File: src/rtl/axi_wr_slave_pkg.sv
// Shared widths, response codes and FSM encoding for the AXI write-channel slave.
// Widths derive from the DDR2 geometry used across the controller.
package axi_wr_slave_pkg;

    localparam int ROW_BITS   = 13;
    localparam int COL_BITS   = 10;
    localparam int BA_BITS    = 2;
    localparam int DQ_BITS    = 16;

    localparam int ADDR_W_DEF = ROW_BITS + COL_BITS + BA_BITS;
    localparam int DATA_W_DEF = DQ_BITS * 2;

    localparam logic [1:0] BRESP_OKAY   = 2'b00;
    localparam logic [1:0] BRESP_SLVERR = 2'b10;

    typedef enum logic [2:0] {
        ST_IDLE  = 3'd0,
        ST_WDATA = 3'd1,
        ST_REQ   = 3'd2,
        ST_XFER  = 3'd3,
        ST_RESP  = 3'd4
    } wr_state_e;

    // A burst longer than the buffer cannot be held and is answered with SLVERR.
    function automatic logic burst_too_long(input logic [7:0] len, input logic [7:0] max_len);
        return (len > max_len);
    endfunction

endpackage

File: src/rtl/axi_wr_slave_if.sv
// AW/W/B channel bundle between the AXI write master and the write slave.
interface axi_wr_slave_if #(
    parameter int ADDR_WIDTH = axi_wr_slave_pkg::ADDR_W_DEF,
    parameter int DATA_WIDTH = axi_wr_slave_pkg::DATA_W_DEF
) ();

    logic                  awvalid;
    logic                  awready;
    logic [ADDR_WIDTH-1:0] awaddr;
    logic [7:0]            awlen;

    logic                  wvalid;
    logic                  wready;
    logic [DATA_WIDTH-1:0] wdata;
    logic                  wlast;

    logic                  bvalid;
    logic                  bready;
    logic [1:0]            bresp;

    modport master (
        output awvalid, awaddr, awlen, wvalid, wdata, wlast, bready,
        input  awready, wready, bvalid, bresp
    );

    modport slave (
        input  awvalid, awaddr, awlen, wvalid, wdata, wlast, bready,
        output awready, wready, bvalid, bresp
    );

endinterface

File: src/rtl/axi_wr_slave_wbuf.sv
// Write beat buffer: register array with a synchronous write port and an
// asynchronous read port so the core sees the head beat without latency.
module axi_wbuf #(
    parameter int DEPTH = 16,
    parameter int WIDTH = 32,
    parameter int PTR_W = $clog2(DEPTH)
) (
    input  logic             clk,
    input  logic             we,
    input  logic [PTR_W-1:0] waddr,
    input  logic [WIDTH-1:0] wdata,
    input  logic [PTR_W-1:0] raddr,
    output logic [WIDTH-1:0] rdata
);

    logic [WIDTH-1:0] mem_r [DEPTH];

    // Beat storage; contents are don't-care until written in the current burst.
    always_ff @(posedge clk) begin
        if (we) begin
            mem_r[waddr] <= wdata;
        end
    end

    assign rdata = mem_r[raddr];

endmodule

File: src/rtl/axi_wr_slave.sv
// AXI write-channel slave: accepts one AW burst, buffers its W beats, hands the
// burst to the DDR2 core as a single request and then returns the B response.
module axi_wr_slave
    import axi_wr_slave_pkg::*;
#(
    parameter int ADDR_WIDTH = ADDR_W_DEF,
    parameter int DATA_WIDTH = DATA_W_DEF,
    parameter int BUF_DEPTH  = 16
) (
    input  logic                  clk,
    input  logic                  rstn,
    input  logic                  init_end,
    axi_wr_slave_if.slave         axi,
    output logic                  wr_req,
    input  logic                  wr_ack,
    output logic [ADDR_WIDTH-1:0] wr_addr,
    output logic [7:0]            wr_len,
    input  logic                  wr_data_en,
    output logic [DATA_WIDTH-1:0] wr_data,
    input  logic                  wr_done
);

    localparam int         PTR_W   = $clog2(BUF_DEPTH);
    localparam logic [7:0] MAX_LEN = 8'(BUF_DEPTH - 1);

    wr_state_e             state_r;
    wr_state_e             state_s;
    logic [ADDR_WIDTH-1:0] addr_r;
    logic [7:0]            len_r;
    logic [7:0]            beat_cnt_r;
    logic                  err_r;
    logic [PTR_W-1:0]      rd_ptr_r;
    logic [1:0]            bresp_r;

    logic                  awready_s;
    logic                  wready_s;
    logic                  bvalid_s;
    logic                  wr_req_s;
    logic                  aw_hs_s;
    logic                  w_hs_s;
    logic                  b_hs_s;
    logic                  last_beat_s;
    logic                  burst_err_s;
    logic                  buf_we_s;
    logic                  rd_more_s;
    logic [DATA_WIDTH-1:0] buf_rdata_s;

    // Handshakes decoded straight from the state register to keep awready free of loops.
    assign aw_hs_s     = axi.awvalid & init_end & (state_r == ST_IDLE);
    assign w_hs_s      = axi.wvalid & (state_r == ST_WDATA);
    assign b_hs_s      = axi.bready & (state_r == ST_RESP);
    assign last_beat_s = (beat_cnt_r == len_r);
    // A wlast that disagrees with the beat count in either direction poisons the burst.
    assign burst_err_s = err_r | (axi.wlast ^ last_beat_s);
    assign buf_we_s    = w_hs_s & ~err_r;
    assign rd_more_s   = (8'(rd_ptr_r) < len_r);

    // State register.
    always_ff @(posedge clk or negedge rstn) begin
        if (!rstn) begin
            state_r <= ST_IDLE;
        end else begin
            state_r <= state_s;
        end
    end

    // Next-state and channel-control decode.
    always_comb begin
        state_s   = state_r;
        awready_s = 1'b0;
        wready_s  = 1'b0;
        bvalid_s  = 1'b0;
        wr_req_s  = 1'b0;
        case (state_r)
            ST_IDLE: begin
                awready_s = init_end;
                if (aw_hs_s) begin
                    state_s = ST_WDATA;
                end else begin
                    state_s = ST_IDLE;
                end
            end
            ST_WDATA: begin
                wready_s = 1'b1;
                if (w_hs_s && last_beat_s) begin
                    state_s = burst_err_s ? ST_RESP : ST_REQ;
                end else begin
                    state_s = ST_WDATA;
                end
            end
            ST_REQ: begin
                wr_req_s = 1'b1;
                if (wr_ack) begin
                    state_s = ST_XFER;
                end else begin
                    state_s = ST_REQ;
                end
            end
            ST_XFER: begin
                if (wr_done) begin
                    state_s = ST_RESP;
                end else begin
                    state_s = ST_XFER;
                end
            end
            ST_RESP: begin
                bvalid_s = 1'b1;
                if (b_hs_s) begin
                    state_s = ST_IDLE;
                end else begin
                    state_s = ST_RESP;
                end
            end
            default: begin
                state_s = ST_IDLE;
            end
        endcase
    end

    // Burst descriptor, beat counter, error flag, read pointer and response code.
    always_ff @(posedge clk or negedge rstn) begin
        if (!rstn) begin
            addr_r     <= '0;
            len_r      <= 8'd0;
            beat_cnt_r <= 8'd0;
            err_r      <= 1'b0;
            rd_ptr_r   <= '0;
            bresp_r    <= BRESP_OKAY;
        end else begin
            case (state_r)
                ST_IDLE: begin
                    if (aw_hs_s) begin
                        addr_r     <= axi.awaddr;
                        len_r      <= axi.awlen;
                        beat_cnt_r <= 8'd0;
                        err_r      <= burst_too_long(axi.awlen, MAX_LEN);
                        rd_ptr_r   <= '0;
                        bresp_r    <= BRESP_OKAY;
                    end
                end
                ST_WDATA: begin
                    if (w_hs_s) begin
                        err_r <= burst_err_s;
                        if (last_beat_s) begin
                            bresp_r <= burst_err_s ? BRESP_SLVERR : BRESP_OKAY;
                        end else begin
                            beat_cnt_r <= beat_cnt_r + 8'd1;
                        end
                    end
                end
                ST_XFER: begin
                    // Pops past the final beat leave the pointer parked on it.
                    if (wr_data_en && rd_more_s) begin
                        rd_ptr_r <= rd_ptr_r + {{(PTR_W-1){1'b0}}, 1'b1};
                    end
                    if (wr_done) begin
                        bresp_r <= BRESP_OKAY;
                    end
                end
                ST_RESP: begin
                    if (b_hs_s) begin
                        beat_cnt_r <= 8'd0;
                        rd_ptr_r   <= '0;
                        err_r      <= 1'b0;
                        bresp_r    <= BRESP_OKAY;
                    end
                end
                default: begin
                    beat_cnt_r <= 8'd0;
                end
            endcase
        end
    end

    axi_wbuf #(
        .DEPTH (BUF_DEPTH),
        .WIDTH (DATA_WIDTH),
        .PTR_W (PTR_W)
    ) u_wbuf (
        .clk   (clk),
        .we    (buf_we_s),
        .waddr (beat_cnt_r[PTR_W-1:0]),
        .wdata (axi.wdata),
        .raddr (rd_ptr_r),
        .rdata (buf_rdata_s)
    );

    assign axi.awready = awready_s;
    assign axi.wready  = wready_s;
    assign axi.bvalid  = bvalid_s;
    assign axi.bresp   = bresp_r;
    assign wr_req      = wr_req_s;
    assign wr_addr     = addr_r;
    assign wr_len      = len_r;
    // Buffer contents are only presented while the core is draining them.
    assign wr_data     = (state_r == ST_XFER) ? buf_rdata_s : '0;

endmodule

File: src/flat_wrapper.sv
// flat-port wrapper written by rule: the top's interface ports become plain ports
module axi_wr_slave_flat import axi_wr_slave_pkg::*;
#(
    parameter int ADDR_WIDTH = ADDR_W_DEF,
    parameter int DATA_WIDTH = DATA_W_DEF,
    parameter int BUF_DEPTH  = 16
)
  (clk, rstn, init_end, wr_req, wr_ack, wr_addr, wr_len, wr_data_en, wr_data, wr_done, axi_awvalid, axi_awaddr, axi_awlen, axi_wvalid, axi_wdata, axi_wlast, axi_bready, axi_awready, axi_wready, axi_bvalid, axi_bresp);
  axi_wr_slave_if #(.ADDR_WIDTH(ADDR_WIDTH), .DATA_WIDTH(DATA_WIDTH)) axi_i ();
  input  logic clk;
  input  logic rstn;
  input  logic init_end;
  output logic wr_req;
  input  logic wr_ack;
  output logic [ADDR_WIDTH-1:0] wr_addr;
  output logic [7:0] wr_len;
  input  logic wr_data_en;
  output logic [DATA_WIDTH-1:0] wr_data;
  input  logic wr_done;
  input wire logic [$bits(axi_i.awvalid)-1:0] axi_awvalid;
  input wire logic [$bits(axi_i.awaddr)-1:0] axi_awaddr;
  input wire logic [$bits(axi_i.awlen)-1:0] axi_awlen;
  input wire logic [$bits(axi_i.wvalid)-1:0] axi_wvalid;
  input wire logic [$bits(axi_i.wdata)-1:0] axi_wdata;
  input wire logic [$bits(axi_i.wlast)-1:0] axi_wlast;
  input wire logic [$bits(axi_i.bready)-1:0] axi_bready;
  output wire logic [$bits(axi_i.awready)-1:0] axi_awready;
  output wire logic [$bits(axi_i.wready)-1:0] axi_wready;
  output wire logic [$bits(axi_i.bvalid)-1:0] axi_bvalid;
  output wire logic [$bits(axi_i.bresp)-1:0] axi_bresp;
  assign axi_i.awvalid = axi_awvalid;
  assign axi_i.awaddr = axi_awaddr;
  assign axi_i.awlen = axi_awlen;
  assign axi_i.wvalid = axi_wvalid;
  assign axi_i.wdata = axi_wdata;
  assign axi_i.wlast = axi_wlast;
  assign axi_i.bready = axi_bready;
  assign axi_awready = axi_i.awready;
  assign axi_wready = axi_i.wready;
  assign axi_bvalid = axi_i.bvalid;
  assign axi_bresp = axi_i.bresp;
  axi_wr_slave #(.ADDR_WIDTH(ADDR_WIDTH), .DATA_WIDTH(DATA_WIDTH), .BUF_DEPTH(BUF_DEPTH)) u_core (.clk(clk), .rstn(rstn), .init_end(init_end), .axi(axi_i), .wr_req(wr_req), .wr_ack(wr_ack), .wr_addr(wr_addr), .wr_len(wr_len), .wr_data_en(wr_data_en), .wr_data(wr_data), .wr_done(wr_done));
endmodule
File: config.mk
export PLATFORM = sky130hd
export DESIGN_NAME = axi_wr_slave_flat
export DESIGN_NICKNAME = d
export VERILOG_FILES = /design/src/rtl/axi_wr_slave_pkg.sv /design/src/rtl/axi_wr_slave_if.sv /design/src/rtl/axi_wr_slave_wbuf.sv /design/src/rtl/axi_wr_slave.sv /design/src/flat_wrapper.sv
export SDC_FILE = /design/constraint.sdc
export NUM_CORES = 1
export LEC_CHECK = 0
export ABC_CLOCK_PERIOD_IN_PS = 6800
export CORE_UTILIZATION = 63
export DETAILED_ROUTE_END_ITERATION = 10
export GPL_ROUTABILITY_DRIVEN = 0
export PLACE_DENSITY = 0.88
export SLEW_MARGIN = 20
export SYNTH_ARGS = -nofsm -noshare
export SYNTH_HDL_FRONTEND = slang
export SYNTH_SLANG_ARGS = --single-unit
File: constraint.sdc
create_clock -name clk -period 6.8 [get_ports clk]
set_clock_uncertainty 0.15 [all_clocks]
set_input_delay 1.02 -clock clk [delete_from_list [all_inputs] [get_ports clk]]
set_output_delay 1.02 -clock clk [all_outputs]
set_load 0.03 [all_outputs]
# Yosys cells after proc, flatten, opt, wreduce, memory -nomap -nowiden
# Memory sizes are Yosys's and may differ from the RTL's.
# Cells that the tools add are included.
[op_classes]
n_mux = 34
addsub = 2
bitwise = 9
n_eq_ne = 12
reduce_logical = 11
order_cmp = 2
[ops]
columns = ["op", "count"]
rows = [
  ["2-to-1 mux 32 bit", 1],
  ["2-to-1 mux 8 bit", 4],
  ["one-hot mux 8 bit (4 select lines)", 1],
  ["one-hot mux 3 bit (5 select lines)", 1],
  ["2-to-1 mux 2 bit", 6],
  ["2-to-1 mux 3 bit", 4],
  ["2-to-1 mux 4 bit", 3],
  ["one-hot mux 4 bit (3 select lines)", 1],
  ["2-to-1 mux 1 bit", 11],
  ["!= test 2 x 1 -> 1 bit, second input constant", 5],
  ["adder 8 x 1 -> 8 bit, second input constant", 1],
  ["== test 8 bit", 1],
  ["> comparator 8 x 4 -> 1 bit, second input constant", 1],
  ["less-than comparator 4 x 8 -> 1 bit", 1],
  ["one-hot mux 2 bit (4 select lines)", 1],
  ["AND reduction 4 bit", 2],
  ["== test 3 x 2 -> 1 bit, second input constant", 2],
  ["AND reduction 6 bit", 1],
  ["nonzero test 3 bit", 2],
  ["bitwise AND 1 bit", 5],
  ["AND reduction 5 bit", 1],
  ["adder 4 x 1 -> 4 bit, second input constant", 1],
  ["!= test 2 bit, second input constant", 2],
  ["nonzero test 4 bit", 1],
  ["9 further kinds", 11],
]
[totals]
mem_bits_rw = 512
reg_bits = 51
memories = 1
input_bits = 75
[mem_list]
columns = ["name", "words", "word_bits", "read_ports", "rd_clocked_by_memory_dff", "write_ports", "line_no", "source"]
rows = [
  ["u_core.u_wbuf.mem_r", 16, 32, 1, 0, 1, "axi_wr_slave_wbuf.sv:16", "logic [WIDTH-1:0] mem_r [DEPTH];"],
]

# Logic depth before layout (Yosys ltp)
[depth]
ltp_word = 7
ltp_mapped = 9
mapped_depth_nobuf = 7

# Cells and area by module
# A second synthesis with hierarchy kept.
[unflattened]
cells_unflattened = 1048
hier_area_um2 = 21849.7
[by_module_without_submodules]
columns = ["module", "area_per_inst_um2", "seq_area_each_um2", "cells_per_inst", "instances"]
rows = [
  ["axi_wbuf", 19194.7, 15374.7, 806, 1],
  ["axi_wr_slave", 2655.0, 1251.2, 242, 1],
]

# Worst setup path after synthesis
# OpenSTA, ideal clock, no wires.
[synth_path]
kind = "register -> register"
start = "register u_core.state_r[2]"
end = "memory u_core.u_wbuf.mem_r[0][0], enable pin"
t_required_ns = 6.189
path_stages_with_launch = 10
setup_ns = 0.461
arrival_time_ns = 3.801
slack_ns = 2.388
path_buffers = 2
path_cell_list = "dfrtp_1 buf_2 nor2b_1 buf_2 nand2b_1 inv_1 nand2_1 nor2_1 nand2_1 nor3_1"
[synth_via]
elab_chain_len = 5
[synth_rtl]
columns = ["element", "line_no", "source"]
rows = [
  ["start, declared", "axi_wr_slave.sv:26", "wr_state_e state_r;"],
  ["start signal, assigned", "axi_wr_slave.sv:63", "state_r <= state_s;"],
  ["== test 3 x 1 -> 1 bit", "axi_wr_slave.sv:50", "assign w_hs_s = axi.wvalid & (state_r == ST_WDATA);"],
  ["bitwise AND 1 bit", "axi_wr_slave.sv:50", ""],
  ["bitwise AND 1 bit", "axi_wr_slave.sv:55", "assign buf_we_s = w_hs_s & ~err_r;"],
  ["2-to-1 mux 1 bit", "axi_wr_slave_wbuf.sv:20", "if (we) begin"],
  ["2-to-1 mux 1 bit (not written as such)", "axi_wr_slave_wbuf.sv:21", "mem_r[waddr] <= wdata;"],
  ["end, declared", "axi_wr_slave_wbuf.sv:16", ""],
]
# No other way between the ends.

# Worst setup path after layout
[layout_path]
start = "register u_core.rd_ptr_r[0]"
end = "output port wr_data[18]"
[layout_via]
elab_chain_len = 2
[layout_rtl]
columns = ["element", "line_no", "source"]
rows = [
  ["start, declared", "axi_wr_slave.sv:32", "logic [PTR_W-1:0] rd_ptr_r;"],
  ["start signal, assigned", "axi_wr_slave.sv:154", "rd_ptr_r <= rd_ptr_r + {{(PTR_W-1){1'b0}}, 1'b1};"],
  ["memory read (16 x 32 bit)", "-", ""],
  ["2-to-1 mux 32 bit", "axi_wr_slave.sv:196", "assign wr_data = (state_r == ST_XFER) ? buf_rdata_s : '0;"],
  ["end, declared", "flat_wrapper.sv:18", "output logic [DATA_WIDTH-1:0] wr_data;"],
]
# No other way between the ends.

==> metrics.md <==
| Metric | Value |
|---|---|
| Grt total ovfl | 0 |
| Largest net degree at the start of global routing | 70 |
| Root Driver | clkbuf_16 |
| Synth Register Bits | approximately 560 |
| Reg area | 16600 um^2 |
| Least-Margin Pin Slew | 986 ps |
| Period utilisation layout | 78.0% |
| Reg clk slew, reported paths | 70 ps |
| Antenna violations before repair | 1 |
| Met1 WL | 18.6 mm |
| CTS tree | yes |
| Post-synth top cells | 512 x edfxtp_1, 160 x mux4_2, 50 x dfrtp_1 |
| CTS resizes | 0 |
| LEAKAGE | 8.21 nW |
| Crit path time final | 5310 ps |
| WL met3 | 5.57 mm |
| PwrDens | 320 nW/um^2 |
| Ys flop type | edfxtp_1 |
| Critical Path RT | 5630 ps |
| Syn Area/Cell | 22.2 um^2 |
| Slew HR | between 30 and 40% |
| Routed vias | 11303 |
| Number of global-route vias before repair | 11700 |
| Setup Fix Bufs, Post-CTS | 0 |
| Share of flip-flops with an asynchronous set or reset | under 10% |
| # H-tree levels | 2 |
| Multi-input gate area in the final layout | 5180 um^2 |
| Slew Viols, Final | 0 |
| Sum of negative setup slack | 0 ps |
| Hold-fix buffers at CTS | 0 |
| Synth top area cells | edfxtp_1 70%, mux4_2 16%, dfrtp_1 5.7%, mux2_1 1.0%, nor2b_1 1.0% |
| Critical path class | reg2out |
| Seq/Total Area, Yosys | 75.7% |
| DRC errors left | 0 |
| First-pass GRT wire length | 77.9 mm |
| DR iter-0 viols | 1243 |
| Final hold violation count | 0 |
| Drt via density | 6.80 |
| Total Nets Final | roughly 1200 |
| Startpoint type of the worst setup path | flip-flop |
| Max VDD drop | between 0.0002 and 0.0003 V |
| Fraction of layout cells with a size suffix above 1 | 25.4% |
| Post-Syn Instances | 988 |
| Run status | finished, final reports clean |
| Initial Util | 63.7% |
| WL/cell | 32.4 um |
| Max capacitance violation total | 0 |
| Min-Delay Path Class | in2async |
| Routed length on met2 | 27.5 mm |
| Count leader, synth | edfxtp_1 |
| GRT Util Overall | 31.3% |
| RSZ-0062 raised after global routing | no |
| Synth area leader | edfxtp_1 |
| Data arrival, critical path | 4140 ps |
| Post-synthesis net count | 1071 |
| Post-Syn Area | 22000 um^2 |
| IO Port Bufs | 144 |
| Post-synth EDFFs | 512 |
| Core Area | 34500 um^2 |
| Syn-to-layout area delta | 17.7% |
| Clk_lat worst skew | 570 ps |
| Num CTS Buffers | 54 |
| YS warnings | 0 |
| Fillers | 1814 |
| Num ports | 146 |
| Final ANT Viol Nets | 0 |
| DIE WIDTH | 189 um |
| Synth unique cells | 47 |
| Row cnt | between 60 and 70 |
| First-pass detailed-route iteration total | 5 |
| Final WL | 53.9 mm |
| Yosys top cell area share | 70.0% |
| Die height | 189 um |
| Die area | 35600 um^2 |
| DP HPWL | 26.9 mm |
| Final setup fails | 0 |
| Max Used Layer | met4 |
| Clock sink count | roughly 560 |
| Hold slack | 316 ps |
| Critical Path Sink Type | primary output |
| CP Max Fanout | 46 |
| Clock buffer depth | 3 |
| Fmax | 188 MHz |
sequential cells by signal (all words and copies together), names as in the netlist:
register,cells
u_core.wr_len,8
u_core.u_wbuf.mem_r,512
u_core.beat_cnt_r,8
u_core.err_r,1
u_core.state_r,3
u_core.axi.bresp,1
u_core.rd_ptr_r,4
u_core.wr_addr,25
final timing paths:
check	startpoint	end	slack [ps]	depth (start not counted)
hold reg to reg	u_core.wr_addr[0]	u_core.wr_addr[0]	330	1
min in group clk	u_core.wr_addr[0]	u_core.wr_addr[0]	330	1
setup / recovery	u_core.rd_ptr_r[0]	wr_data[18]	1490	5
max in group asynchronous	rstn	u_core.rd_ptr_r[1]	5710	1
hold / removal	rstn	u_core.state_r[2]	320	1
setup reg to reg	u_core.state_r[0]	u_core.u_wbuf.mem_r[10][24]	3050	8
cell type report:
type,count,share of cell area (%)
Tap cell,455,2.20
Multi-Input combinational cell,365,20.0
Clock inverter,35,1.35
Inverter,10,0.145
Antenna cell,2,0.0194
Clock buffer,62,5.38
Timing Repair Buffer,172,6.48
Sequential cell,562,64.4
critical path, stage by stage, from the launching register on:
cell             delay [ps]
dfrtp_4                1070
buf_4                   580
mux4_2                  590
mux4_2                  500
nor2b_1                 160
clkdlybuf4s50_1         620
cell families (layout without fill, tap and decap cells):
group / after synthesis / in the layout / synth area share, %
other cells: 1 / 3 / 0.0171
flops: 562 / 562 / 75.7
xor+xnor: 8 / 8 / 0.319
buf+inv: 61 / 279 / 1.23
mux: 195 / 195 / 18.2
compound gates: 33 / 33 / 1.14
simple gates: 120 / 120 / 2.95
fa+ha+maj: 8 / 8 / 0.456
cell usage in the layout, fill, tap and decap left out, types with 5 or more instances in the layout:
cell type	Yosys	layout
edfxtp_1	512	512
mux4_2	160	160
clkdlybuf4s50_1	0	143
clkbuf_16	0	54
dfrtp_1	50	46
nor2b_1	35	35
buf_4	3	27
nand2_1	23	22
mux2_1	20	20
nor2_4	0	12
mux2_2	12	12
clkinv_2	0	12
inv_1	10	10
nor2_1	21	9
clkinv_1	0	9
xor2_1	8	8
ha_1	8	8
clkbuf_1	20	7
a21oi_1	6	6
bufinv_16	0	6
nor4_1	5	5
and3_1	5	5
o21ai_0	5	5
through the flow:
stage                     cell area (um^2)  cells  worst slack [ps]  power [mW]  util [%]
final                                25800   1663              1490        8.27      75.0
after detailed placement             24100   1564              2030        5.36      69.9
after floorplan                      22000    988              2390        4.86         -
after CTS                            25800   1661              1380        8.31      75.0
after global placement               24100   1564              2110        5.31      69.9
after global routing                 25800   1662              1280        8.51      75.0
power breakdown:
group,total (mW),internal (mW),switching (mW)
Clock,2.96,1.70,1.26
Sequential,4.17,4.01,0.161
Combinational,1.14,0.503,0.640
Total,8.27,6.21,2.07
metal layers:
layer,GRT usage [%],up-vias
met5,0,-
met4,13.9,0
met3,7.73,160
met2,51.6,901
met1,39.8,5766
li1,-,4476
Power figures use the tool's default switching activity.
==> patch, RTL diff (same settings) <==
Reset style: synchronous (`rstn`), changed in 2 clocked blocks. Comments in the files are not updated.
--- a/src/rtl/axi_wr_slave.sv
+++ b/src/rtl/axi_wr_slave.sv
@@ -56,7 +56,7 @@
     assign rd_more_s   = (8'(rd_ptr_r) < len_r);
 
     // State register.
-    always_ff @(posedge clk or negedge rstn) begin
+    always_ff @(posedge clk) begin
         if (!rstn) begin
             state_r <= ST_IDLE;
         end else begin
@@ -118,7 +118,7 @@
     end
 
     // Burst descriptor, beat counter, error flag, read pointer and response code.
-    always_ff @(posedge clk or negedge rstn) begin
+    always_ff @(posedge clk) begin
         if (!rstn) begin
             addr_r     <= '0;
             len_r      <= 8'd0;
Formal check against the unedited RTL: differs if rstn is asserted again (counterexample within 4 cycles, from zero or initial values and one cycle with rstn low); with rstn held inactive, the same outputs for 4 cycles.
==> patch against the unedited design <==
Sequential cell count up 4. Synthesized area up 0.22%. Routed wire length down 0.34%. Critical path depth unchanged. Setup slack better by 0.14 ns. Cell area down 0.39%. Hold slack worse by 0.0071 ns.
Power is not compared: it rests on default switching activity, and its combinational part moved more than twofold at a synthesized area within 25%.
==> patch: results (changes against the unedited design) <==
metric	value	unit	change
outcome	complete, no violations		
antenna_found_initial	3		+2
fillers	1813		-0.055%
avgRoutedWirePerCell	31.0	µm	-4.1%
place_hpwl	25600	µm	-5.0%
grtUsageTotal	30.9	%	-0.36 points
largest_reg_flops	512		unchanged
synth_area_leaders	edfxtp_1, mux4_2, dfxtp_1, nand2_1, and2_1		
ys_top_cells_by_count	edfxtp_1, mux4_2, nand2_1		
ys_ff_latch	566		+0.71%
pre_cts_ws	2.29	ns	+0.259 ns
vias	11700		+3.5%
synthXorXnorAreaFrac	0.318	%	-0.00071 points
drive_above_1_share	22.4	%	-3.0 points
max_stage_delay	0.97	ns	-0.10 ns
grt_pass1_wl	78300	µm	+0.44%
drt_iter0_drc	1342		+8.0%
fin_nets	1308		+4.8%
numCtsBuffers	53		-1.9%
synth_edf_count	512		unchanged
muxShareOfSynthArea	16.6	%	-1.6 points
synthAdderAreaFrac	0.455	%	-0.0010 points
crit_fanout	65		+41%
crit_arrival	3.99	ns	-0.15 ns
synth_compound_area_share	2.10	%	+0.96 points
drtPass1Iterations	7		+2
grt_start_max_net_pins	73		+4.3%
async_flop_share	0	%	-8.9 points
tightest_slew	1.19	ns	+0.205 ns
slowest_stage	dfxtp_4		
h-tree-depth	2		unchanged
clkLatencyLatePin	0.57	ns	about the same
seq_area_frac_synth	74.8	%	-0.94 points
post-route-period-util	75.9	%	-2.1 points
ys_types	50		+6.4%
cts_root_buffer	clkbuf_16		
min_path_type	register to register		
syn-num-nets	1154		+7.7%
patch: changes by cell type after synthesis, moves of 12 or more:
| cell | delta |
|---|---|
| mux2_2 | -12 |
| nor2b_1 | -33 |
| a21oi_1 | +36 |
| dfrtp_1 | -50 |
| mux2_1 | -20 |
| nor2_1 | -12 |
| nand2_1 | +59 |
| and2_1 | +46 |
| dfxtp_1 | +54 |
patch: worst paths after layout:
check	from	to	slack, ns	cells after the start
worst max-delay path	register	wr_data[11]	1.64	5
worst min-delay path	u_core.wr_addr[14]	u_core.wr_addr[14]	0.31	2
worst max register to register	u_core.state_r[0]	u_core.u_wbuf.mem_r[6][7]	3.59	6
worst min register to register	u_core.wr_addr[14]	u_core.wr_addr[14]	0.31	2
patch: kinds of logic (layout without fill, tap and decap cells):
family / count (synthesis) / after routing
DFF: 566 / 566
and+or+nand+nor: 185 / 185
muxes: 165 / 165
AOI/OAI and AO/OA: 73 / 73
buffers and inverters: 65 / 264
adders and majority gates: 8 / 8
xor gates and xnor gates: 8 / 8
other: 1 / 5
patch: routing by layer:
| layer | global-route usage, % | share of wire (%) |
|---|---|---|
| met1 | 39.5 | 36 |
| met2 | 53.3 | 53 |
| met3 | 4.97 | 8.1 |
| met4 | 12.9 | 3.6 |
| met5 | 0 | 0 |
patch: worst min-delay path, stage by stage (launching register included):
cell and delay (ns):
dfxtp_1 0.31, nand2_1 0.05, a21oi_1 0.05
patch: area by class of cell:
type	instances	area [µm²]	area share (%)
inverter	9	33.8	0.131
tap	455	569	2.21
sequential	566	16500	64.0
clock buffer	65	1420	5.52
antenna	4	10.0	0.0389
timing repair buffer	155	1550	6.02
clock inverter	35	400	1.56
multi-input combinational	440	5290	20.5
patch: through the flow:
step | cell area [µm²] | power, mW | instances
4_1_cts | 25700 | 7.15 | 1724
3_3_place_gp | 23900 | 4.11 | 1624
2_1_floorplan | 22000 | 3.99 | 1071
6_report | 25700 | 7.14 | 1729
5_1_grt | 25700 | 7.29 | 1728
3_5_place_dp | 23900 | 4.12 | 1624
patch: power breakdown:
part           internal, mW  switching, mW  leakage [nW]
registers              3.81         0.0138          5.04
logic                0.0933          0.141          2.00
clock network          1.79           1.29         0.888
